===== config.mk =====
export PLATFORM = sky130hd
export DESIGN_NAME = uart_tx_queue
export DESIGN_NICKNAME = d
export VERILOG_FILES = /design/src/rtl/uart_pkg.sv /design/src/rtl/uart_txq_fifo.sv /design/src/rtl/uart_tx_queue.sv
export SDC_FILE = /design/constraint.sdc
export NUM_CORES = 1
export LEC_CHECK = 0
export ABC_AREA = 1
export ABC_CLOCK_PERIOD_IN_PS = 3900
export CORE_UTILIZATION = 50
export CTS_CLUSTER_DIAMETER = 30
export CTS_CLUSTER_SIZE = 10
export DETAILED_ROUTE_END_ITERATION = 12
export PLACE_DENSITY = 0.71
export SLEW_MARGIN = 0
export SYNTH_ARGS = -nofsm -noshare
export SYNTH_HDL_FRONTEND = slang
export SYNTH_SLANG_ARGS = --single-unit

===== constraint.sdc =====
create_clock -name tx_clk -period 3.9 [get_ports tx_clk]
set_input_delay 0.585 -clock tx_clk [delete_from_list [all_inputs] [get_ports tx_clk]]
set_output_delay 0.585 -clock tx_clk [all_outputs]
set_load 0.03 [all_outputs]

===== src/rtl/uart_pkg.sv =====
`default_nettype none
// ============================================================================
//  Module      : uart_pkg
//  Description : Shared UART constants and the transmit-queue dispatch states.
//  Revision    : 1.0 - initial release
// ============================================================================
package uart_pkg;

    localparam int UART_DATA_W = 8;

    typedef enum logic [1:0] {
        ST_IDLE = 2'd0,
        ST_ACK  = 2'd1,
        ST_DONE = 2'd2
    } txq_state_e;

endpackage
`default_nettype wire


===== src/rtl/uart_txq_fifo.sv =====
`default_nettype none
// ============================================================================
//  Module      : uart_txq_fifo
//  Description : Byte FIFO with pointers, occupancy count and synchronous flush.
//  Revision    : 1.0 - initial release
// ============================================================================
module uart_txq_fifo
    import uart_pkg::*;
#(
    parameter int DEPTH  = 16,
    parameter int ADDR_W = 4
) (
    input  logic                   tx_clk,
    input  logic                   rst_n,
    input  logic                   flush,
    input  logic                   push,
    input  logic                   pop,
    input  logic [UART_DATA_W-1:0] wr_data,
    output logic [UART_DATA_W-1:0] rd_data,
    output logic [ADDR_W:0]        count,
    output logic                   empty,
    output logic                   full
);

    localparam logic [ADDR_W-1:0] PTR_ONE = ADDR_W'(1);
    localparam logic [ADDR_W:0]   CNT_ONE = (ADDR_W + 1)'(1);
    localparam logic [ADDR_W:0]   CNT_MAX = (ADDR_W + 1)'(DEPTH);

    logic [UART_DATA_W-1:0] mem_q [DEPTH];
    logic [ADDR_W-1:0]      wr_ptr_q, wr_ptr_d;
    logic [ADDR_W-1:0]      rd_ptr_q, rd_ptr_d;
    logic [ADDR_W:0]        count_q, count_d;

    always_comb begin
        wr_ptr_d = wr_ptr_q;
        rd_ptr_d = rd_ptr_q;
        count_d  = count_q;
        if (flush) begin
            wr_ptr_d = '0;
            rd_ptr_d = '0;
            count_d  = '0;
        end else begin
            if (push) wr_ptr_d = wr_ptr_q + PTR_ONE;
            if (pop)  rd_ptr_d = rd_ptr_q + PTR_ONE;
            case ({push, pop})
                2'b10:   count_d = count_q + CNT_ONE;
                2'b01:   count_d = count_q - CNT_ONE;
                default: count_d = count_q;
            endcase
        end
    end

    always_ff @(posedge tx_clk or negedge rst_n) begin
        if (!rst_n) begin
            wr_ptr_q <= '0;
            rd_ptr_q <= '0;
            count_q  <= '0;
        end else begin
            wr_ptr_q <= wr_ptr_d;
            rd_ptr_q <= rd_ptr_d;
            count_q  <= count_d;
        end
    end

    // Storage carries no reset; only entries below count are ever read.
    always_ff @(posedge tx_clk) begin
        if (push && !flush) mem_q[wr_ptr_q] <= wr_data;
    end

    assign rd_data = mem_q[rd_ptr_q];
    assign count   = count_q;
    assign empty   = (count_q == '0);
    assign full    = (count_q == CNT_MAX);

endmodule
`default_nettype wire


===== src/rtl/uart_tx_queue.sv =====
`default_nettype none
// ============================================================================
//  Module      : uart_tx_queue
//  Description : Byte queue and dispatcher feeding the UART transmitter.
//                Define UART_TXQ_STATS_EN to build the sent/timeout counters.
//  Revision    : 1.0 - initial release
// ============================================================================
module uart_tx_queue
    import uart_pkg::*;
#(
    parameter int DEPTH       = 16,
    parameter int ADDR_W      = 4,
    parameter int ACK_TIMEOUT = 8
) (
    input  logic                   tx_clk,
    input  logic                   rst_n,
    input  logic [UART_DATA_W-1:0] wr_data,
    input  logic                   wr_valid,
    output logic                   wr_ready,
    input  logic                   flush,
    output logic [UART_DATA_W-1:0] tx_data,
    output logic                   tx_start,
    input  logic                   tx_busy,
    output logic [ADDR_W:0]        count,
    output logic                   empty,
    output logic                   full,
    output logic                   overflow,
    output logic [15:0]            sent_cnt,
    output logic [15:0]            timeout_cnt
);

    localparam int               TMO_W    = $clog2(ACK_TIMEOUT + 1);
    localparam logic [TMO_W-1:0] TMO_LAST = TMO_W'(ACK_TIMEOUT - 1);
    localparam logic [TMO_W-1:0] TMO_ONE  = TMO_W'(1);

    txq_state_e             state_q, state_d;
    logic [TMO_W-1:0]       tmo_q, tmo_d;
    logic [UART_DATA_W-1:0] tx_data_q, tx_data_d;
    logic                   tx_start_q, tx_start_d;
    logic                   overflow_q, overflow_d;
    logic                   push, pop, ack_expired;
    logic [UART_DATA_W-1:0] fifo_rd_data;

    assign wr_ready    = !full && !flush;
    assign push        = wr_valid && wr_ready;
    assign ack_expired = (state_q == ST_ACK) && !tx_busy && (tmo_q == TMO_LAST);

    uart_txq_fifo #(
        .DEPTH  (DEPTH),
        .ADDR_W (ADDR_W)
    ) u_fifo (
        .tx_clk  (tx_clk),
        .rst_n   (rst_n),
        .flush   (flush),
        .push    (push),
        .pop     (pop),
        .wr_data (wr_data),
        .rd_data (fifo_rd_data),
        .count   (count),
        .empty   (empty),
        .full    (full)
    );

    always_comb begin
        state_d    = state_q;
        tmo_d      = tmo_q;
        tx_data_d  = tx_data_q;
        tx_start_d = 1'b0;
        pop        = 1'b0;
        case (state_q)
            ST_IDLE: begin
                // Flush wins over a dispatch on the same edge.
                if (!empty && !tx_busy && !flush) begin
                    pop        = 1'b1;
                    tx_data_d  = fifo_rd_data;
                    tx_start_d = 1'b1;
                    tmo_d      = '0;
                    state_d    = ST_ACK;
                end
            end
            ST_ACK: begin
                if (tx_busy)          state_d = ST_DONE;
                else if (ack_expired) state_d = ST_IDLE;
                else                  tmo_d   = tmo_q + TMO_ONE;
            end
            ST_DONE: begin
                if (!tx_busy) state_d = ST_IDLE;
            end
            default: state_d = ST_IDLE;
        endcase
        overflow_d = flush ? 1'b0 : (overflow_q || (wr_valid && !wr_ready));
    end

    always_ff @(posedge tx_clk or negedge rst_n) begin
        if (!rst_n) begin
            state_q    <= ST_IDLE;
            tmo_q      <= '0;
            tx_data_q  <= '0;
            tx_start_q <= 1'b0;
            overflow_q <= 1'b0;
        end else begin
            state_q    <= state_d;
            tmo_q      <= tmo_d;
            tx_data_q  <= tx_data_d;
            tx_start_q <= tx_start_d;
            overflow_q <= overflow_d;
        end
    end

    assign tx_data  = tx_data_q;
    assign tx_start = tx_start_q;
    assign overflow = overflow_q;

`ifdef UART_TXQ_STATS_EN
    logic [15:0] sent_cnt_q, sent_cnt_d;
    logic [15:0] timeout_cnt_q, timeout_cnt_d;

    always_comb begin
        sent_cnt_d    = sent_cnt_q;
        timeout_cnt_d = timeout_cnt_q;
        if (pop && sent_cnt_q != 16'hFFFF)            sent_cnt_d    = sent_cnt_q + 16'd1;
        if (ack_expired && timeout_cnt_q != 16'hFFFF) timeout_cnt_d = timeout_cnt_q + 16'd1;
    end

    always_ff @(posedge tx_clk or negedge rst_n) begin
        if (!rst_n) begin
            sent_cnt_q    <= '0;
            timeout_cnt_q <= '0;
        end else begin
            sent_cnt_q    <= sent_cnt_d;
            timeout_cnt_q <= timeout_cnt_d;
        end
    end

    assign sent_cnt    = sent_cnt_q;
    assign timeout_cnt = timeout_cnt_q;
`else
    assign sent_cnt    = 16'h0000;
    assign timeout_cnt = 16'h0000;
`endif

endmodule
`default_nettype wire


# Word-level counts from Yosys, hierarchy flattened
# Memories as Yosys holds them, arrays and structs flattened. A register that Yosys moved wholly into a read port is not among the register bits.
# Cells that the tools add are included.
# word_totals
ff_bits,21
ram_bits,128
in_bits,13
out_inout_bits,50
elab_cells,68
memories,1
# memory_table
memory,depth,word_bits,read_ports,rd_clocked_by_memory_dff,write_ports,line,text
u_fifo.mem_q,16,8,1,1,1,uart_txq_fifo.sv:29,logic [UART_DATA_W-1:0] mem_q [DEPTH];
# op_classes
addsub,5
eq_ne,11
n_mux,20
n_reduce_logical,24
# op_table
op,n
$mux W4,7
$add A4 B1 Y4 const B,3
$pmux W5 S2,1
$logic_and A1 B1 Y1,8
$mux W2,4
$ne A2 B2 Y1 const B,4
$pmux W4 S2,1
$logic_not A1 Y1,6
$pmux W2 S3,1
$reduce_bool A2 Y1,3
$add A5 B1 Y5 const B,1
$eq A5 B5 Y1 const B,1
$logic_not A5 Y1,1
$mux W1,5
$mux W5,1
$sub A5 B1 Y5 const B,1
$eq A2 B1 Y1 const B,2
$eq A2 B2 Y1 const B,2
$eq A4 B3 Y1 const B,1
$reduce_and A4 Y1,1
$ne A3 B3 Y1 const B,1
$reduce_and A3 Y1,1
$reduce_bool A3 Y1,1
$logic_not A2 Y1,1
2 further kinds,2

# Depth between registers and ports, before layout
# depth
ltp_word,9
depth_mapped,16
mapped_depth_nobuf,16

# By module
# A second synthesis with hierarchy kept.
# hier_totals
cells_unflattened,614
hier_area_um2,6927.9
# by_module_without_submodules
module,n_inst,cells_per_inst,area_each_um2,seq_area_each_um2
uart_txq_fifo,1,501,5977.0,4169.0
uart_tx_queue,1,113,950.9,400.4

# Worst setup path before layout
# Ideal clock, no wire load.
# synth_path
path_kind,register -> register
from,"register u_fifo.count_q[0], in the netlist u_fifo.count[0]"
to,"memory u_fifo.mem_q[11][0], enable pin"
setup_time_ns,0.370
arrival_time_ns,1.614
required_time_ns,3.530
setup_slack_ns,1.916
stages_incl_launch_ff,7
path_buffers,0
synth_period_minus_slack_ns,1.984
path_cell_list,dfrtp_1 nor2_1 nand3_2 nand3_2 inv_1 nand2_1 nor2_1
# synth_via
elab_chain_cells,7
# synth_rtl
item,line,text
from (decl),uart_txq_fifo.sv:32,"logic [ADDR_W:0] count_q, count_d;"
from (signal assigned),uart_txq_fifo.sv:61,count_q <= count_d;
$eq A5 B5 Y1,uart_txq_fifo.sv:73,assign full = (count_q == CNT_MAX);
$logic_not A1 Y1,uart_tx_queue.sv:44,assign wr_ready = !full && !flush;
$logic_and A1 B1 Y1,uart_tx_queue.sv:44,
$logic_and A1 B1 Y1,uart_tx_queue.sv:45,assign push = wr_valid && wr_ready;
$logic_and A1 B1 Y1,uart_txq_fifo.sv:67,if (push && !flush) mem_q[wr_ptr_q] <= wr_data;
$mux W1,uart_txq_fifo.sv:67,
$mux W1 (not written as such),uart_txq_fifo.sv:67,
to (decl),uart_txq_fifo.sv:29,
# No other way between the ends.

# Final worst setup path
# layout_path
from,input flush
to,output wr_ready
# layout_via
elab_chain_cells,2
# layout_rtl
item,line,text
from (decl),uart_tx_queue.sv:20,"input logic flush,"
$logic_not A1 Y1,uart_tx_queue.sv:44,
$logic_and A1 B1 Y1,uart_tx_queue.sv:44,
to (decl),uart_tx_queue.sv:19,"output logic wr_ready,"
# No other way between the ends.

==> impl_metrics.xml <==
<?xml version="1.0" encoding="UTF-8"?>
<metrics>
  <group name="place">
    <metric name="dp_hpwl" unit="um">9770</metric>
    <metric name="placement.io_buffers" unit="">30</metric>
    <metric name="place_congestion" unit="">0.900</metric>
  </group>
  <group name="routing">
    <metric name="detailroute.wirelength.met3" unit="um">1280</metric>
    <metric name="top_layer" unit="">met4</metric>
    <metric name="wl_per_cell" unit="um">19.3</metric>
    <metric name="detailroute.wirelength.met2" unit="um">7160</metric>
    <metric name="first_pass_iters" unit="">7</metric>
    <metric name="vias" unit="">4459</metric>
    <metric name="avgViaCountPerCell" unit="">5.75</metric>
    <metric name="totalWireLength" unit="um">15000</metric>
    <metric name="drcViolationCount" unit="">0</metric>
    <metric name="initialDrtViolationCount" unit="">466</metric>
    <metric name="postRouteAntennaNets" unit="">0</metric>
    <metric name="met1Wirelength" unit="um">6170</metric>
  </group>
  <group name="timing">
    <metric name="period_share" unit="%">69.1</metric>
    <metric name="slew_headroom" unit="%">33.1</metric>
    <metric name="rsz_0062_raised_after_global_routing" unit="">false</metric>
    <metric name="worst_max_slew_pin_slew" unit="ps">1000</metric>
    <metric name="setup_viol" unit="">0</metric>
    <metric name="slew_viol_final" unit="">0</metric>
    <metric name="fin_crit" unit="ps">2700</metric>
    <metric name="fin_tns_setup" unit="ps">0</metric>
    <metric name="final_hold_viol_count" unit="">0</metric>
    <metric name="timing.clock.skew" unit="ps">4.32</metric>
    <metric name="max_clock_freq" unit="MHz">371</metric>
  </group>
  <group name="critical_path">
    <metric name="cp-end-kind" unit="">output pin</metric>
    <metric name="critical_path.startpoint" unit="">flush</metric>
    <metric name="crit_path_top_delay_cell" unit="">sky130_fd_sc_hd__clkdlybuf4s50_1</metric>
    <metric name="critPathKind" unit="">input pin to output pin</metric>
    <metric name="regToRegSetupSlack" unit="ps">1500</metric>
    <metric name="cp.arrival" unit="ps">2110</metric>
    <metric name="r2r-start" unit="">u_fifo.rd_ptr_q[1]$_DFFE_PN0P_</metric>
    <metric name="cp-endpoint" unit="">wr_ready</metric>
    <metric name="r2r.worst_path.cells" unit="">7</metric>
    <metric name="worst-path-max-fanout" unit="">7</metric>
    <metric name="path_cells" unit="">clkdlybuf4s50_1, inv_1, nand2_1, inv_1, clkdlybuf4s50_1</metric>
    <metric name="critical-path-max-stage-delay" unit="ps">660</metric>
    <metric name="r2r_end" unit="">tx_data[5]$_DFFE_PN0P_</metric>
    <metric name="timing.critical_path.required" unit="ps">3310</metric>
    <metric name="type_of_element_launching_the_critical_path" unit="">input pin</metric>
  </group>
  <group name="synth">
    <metric name="ys_seq_area_share" unit="%">67.5</metric>
    <metric name="netlist_instances" unit="">563</metric>
    <metric name="per_instance_average_area_after_synthesis" unit="um2">12.0</metric>
    <metric name="post_synth_num_cell_types" unit="">34</metric>
    <metric name="synthesis.yosys.warnings" unit="">0</metric>
    <metric name="synth_seq_cells" unit="">157</metric>
    <metric name="syn_area" unit="um2">6770</metric>
  </group>
  <group name="job">
    <metric name="max_cap_viols" unit="">0</metric>
  </group>
  <group name="pwr">
    <metric name="worst_ir_drop_vdd" unit="V">0.000437</metric>
    <metric name="p_leak" unit="nW">2.72</metric>
    <metric name="power.density" unit="nW/um2">666</metric>
  </group>
  <group name="layout">
    <metric name="final_core_utilization" unit="%">57.2</metric>
    <metric name="multi_input_area" unit="um2">1810</metric>
    <metric name="n_fill_cell" unit="">1046</metric>
    <metric name="ant_diodes" unit="">0</metric>
    <metric name="sequential_area" unit="um2">4570</metric>
    <metric name="nets" unit="">609</metric>
    <metric name="drive_gt1_share" unit="%">7.17</metric>
    <metric name="syn2layout_area_growth" unit="%">11.9</metric>
  </group>
  <group name="clocking">
    <metric name="cts-hold-fix-buffers" unit="">0</metric>
    <metric name="post_cts_resized" unit="">0</metric>
    <metric name="tritoncts_clock_tree" unit="">yes</metric>
    <metric name="clk_pin_slew" unit="ps">60</metric>
    <metric name="clk_latency" unit="ps">420</metric>
    <metric name="clock-root-buffer" unit="">sky130_fd_sc_hd__clkbuf_16</metric>
    <metric name="tritoncts.num_buffers" unit="">17</metric>
    <metric name="cts_max_path_buffers" unit="">2</metric>
    <metric name="cts_setup_buffers" unit="">0</metric>
    <metric name="cts_max_level" unit="">4</metric>
    <metric name="numClockSinks" unit="">157</metric>
  </group>
  <group name="global_routing">
    <metric name="grt_start_max_net_pins" unit="">67</metric>
    <metric name="global_route.usage.total" unit="%">22.8</metric>
    <metric name="number_of_antenna_violations_at_the_first_check_in_global_routing" unit="">0</metric>
    <metric name="grt_pass1_wl" unit="um">23300</metric>
    <metric name="first_global_vias" unit="">4222</metric>
    <metric name="gr-total-overflow" unit="">0</metric>
  </group>
  <group name="floorplan">
    <metric name="io_pins" unit="">63</metric>
    <metric name="floorplan.rows" unit="">42</metric>
    <metric name="dieArea" unit="um2">14000</metric>
    <metric name="die_y" unit="um">118</metric>
    <metric name="floorplan.die.width" unit="um">118</metric>
    <metric name="starting_density_of_the_core" unit="%">51.1</metric>
    <metric name="core-area" unit="um2">13200</metric>
  </group>
  <group name="worst_hold_path">
    <metric name="hold_path.class" unit="">flip-flop to flip-flop</metric>
  </group>
  <group name="status">
    <metric name="status" unit="">finished, final reports clean</metric>
  </group>
</metrics>
[per-layer routing]
| layer | GRT usage (%) | up-vias |
|---|---|---|
| met5 | 0 | - |
| met4 | 10.5 | 0 |
| met3 | 6.13 | 33 |
| met2 | 34.9 | 241 |
| met1 | 30.5 | 2167 |
| li1 | - | 2018 |
[where the power goes]
part	switching [mW]	internal, mW
registers	0.103	1.96
clock network	0.625	0.858
logic	1.03	0.466
total	1.76	3.28
[flip-flops by register name, indices dropped and copies added (netlist names)]
| register | cells |
|---|---|
| u_fifo.rd_ptr_q | 4 |
| tx_start | 1 |
| u_fifo.wr_ptr_q | 4 |
| tx_data | 8 |
| overflow | 1 |
| u_fifo.mem_q | 128 |
| u_fifo.count | 5 |
| tmo_q | 4 |
| state_q | 2 |
[per-stage QoR]
stage	power (mW)	setup slack, ps	cell area [um2]	instances	hold slack [ps]
floorplan	3.14	1920	6880	594	289
global placement	3.55	1080	7040	745	480
detailed placement	3.57	952	7040	745	484
CTS	5.04	1190	7570	776	493
global route	5.27	1090	7570	776	504
finish	5.04	1200	7570	776	488
[synthesized netlist by cell type (all sizes together)]
cell type | count | share of area (%)
buf | 44 | 4.9
nor3 | 2 | 0.15
nand4 | 2 | 0.18
nand3 | 27 | 2.2
o211ai | 13 | 1.4
nor2 | 91 | 5.3
conb | 1 | 0.055
clkinv | 1 | 0.055
clkbuf | 14 | 0.78
a21oi | 4 | 0.30
o21bai | 1 | 0.11
ha | 8 | 1.5
o22ai | 14 | 1.3
inv | 31 | 1.7
xor2 | 2 | 0.26
dfrtp | 29 | 11
nand3b | 1 | 0.11
edfxtp | 128 | 57
a211oi | 1 | 0.11
o21a | 9 | 1.0
o21ai | 79 | 5.8
o221ai | 19 | 2.5
nand2 | 41 | 2.6
xnor2 | 1 | 0.13
[layout by cell type, fill, tap and decap left out, drive strengths merged]
cell / netlist / routed
edfxtp: 128 / 128
nor2: 91 / 91
o21ai: 79 / 79
nand2: 41 / 41
conb: 1 / 32
inv: 31 / 32
clkdlybuf4s50: 0 / 30
dfrtp: 29 / 29
nand3: 27 / 27
o221ai: 19 / 19
clkbuf: 14 / 17
o22ai: 14 / 14
o211ai: 13 / 13
o21a: 9 / 9
clkinv: 1 / 9
ha: 8 / 8
a21oi: 4 / 4
clkinvlp: 0 / 4
buf: 44 / 3
nor3: 2 / 2
nand4: 2 / 2
xor2: 2 / 2
xnor2: 1 / 1
a211oi: 1 / 1
o21bai: 1 / 1
nand3b: 1 / 1
bufinv: 0 / 1
[cells by family after synthesis]
group	synth area share, %
other cells	0.0554
flops	67.5
compound gates	12.6
buf+inv	7.43
simple gates	10.6
xor+xnor	0.388
fa+ha+maj	1.48
[worst max-delay path: cells and delay by family]
| family | cells | cell delay [ps] |
|---|---|---|
| simple gates | 1 | 80 |
| buf+inv | 4 | 1450 |
[area by class of cell]
| cell class | count | share of cell area (%) |
|---|---|---|
| flip-flops and latches | 157 | 60.4 |
| multi-input cells | 347 | 23.9 |
| clock buffers | 17 | 5.62 |
| repair buffers | 33 | 4.26 |
| well taps | 176 | 2.91 |
| inverters | 32 | 1.59 |
| clock inverters | 14 | 1.37 |
[worst min-delay path by stage]
stage                                      start                     end  slack (ps)  cells past startpoint
after floorplan                            rst_n      overflow$_DFF_PN0_         290                      0
after global placement    tx_data[5]$_DFFE_PN0P_  tx_data[5]$_DFFE_PN0P_         480                      1
after detailed placement  tx_data[3]$_DFFE_PN0P_  tx_data[3]$_DFFE_PN0P_         480                      1
after CTS                 tx_data[1]$_DFFE_PN0P_  tx_data[1]$_DFFE_PN0P_         490                      1
after global routing      tx_data[1]$_DFFE_PN0P_  tx_data[1]$_DFFE_PN0P_         500                      1
final                     tx_data[3]$_DFFE_PN0P_  tx_data[3]$_DFFE_PN0P_         490                      1
Note: power is estimated with default switching activity, not from simulation.
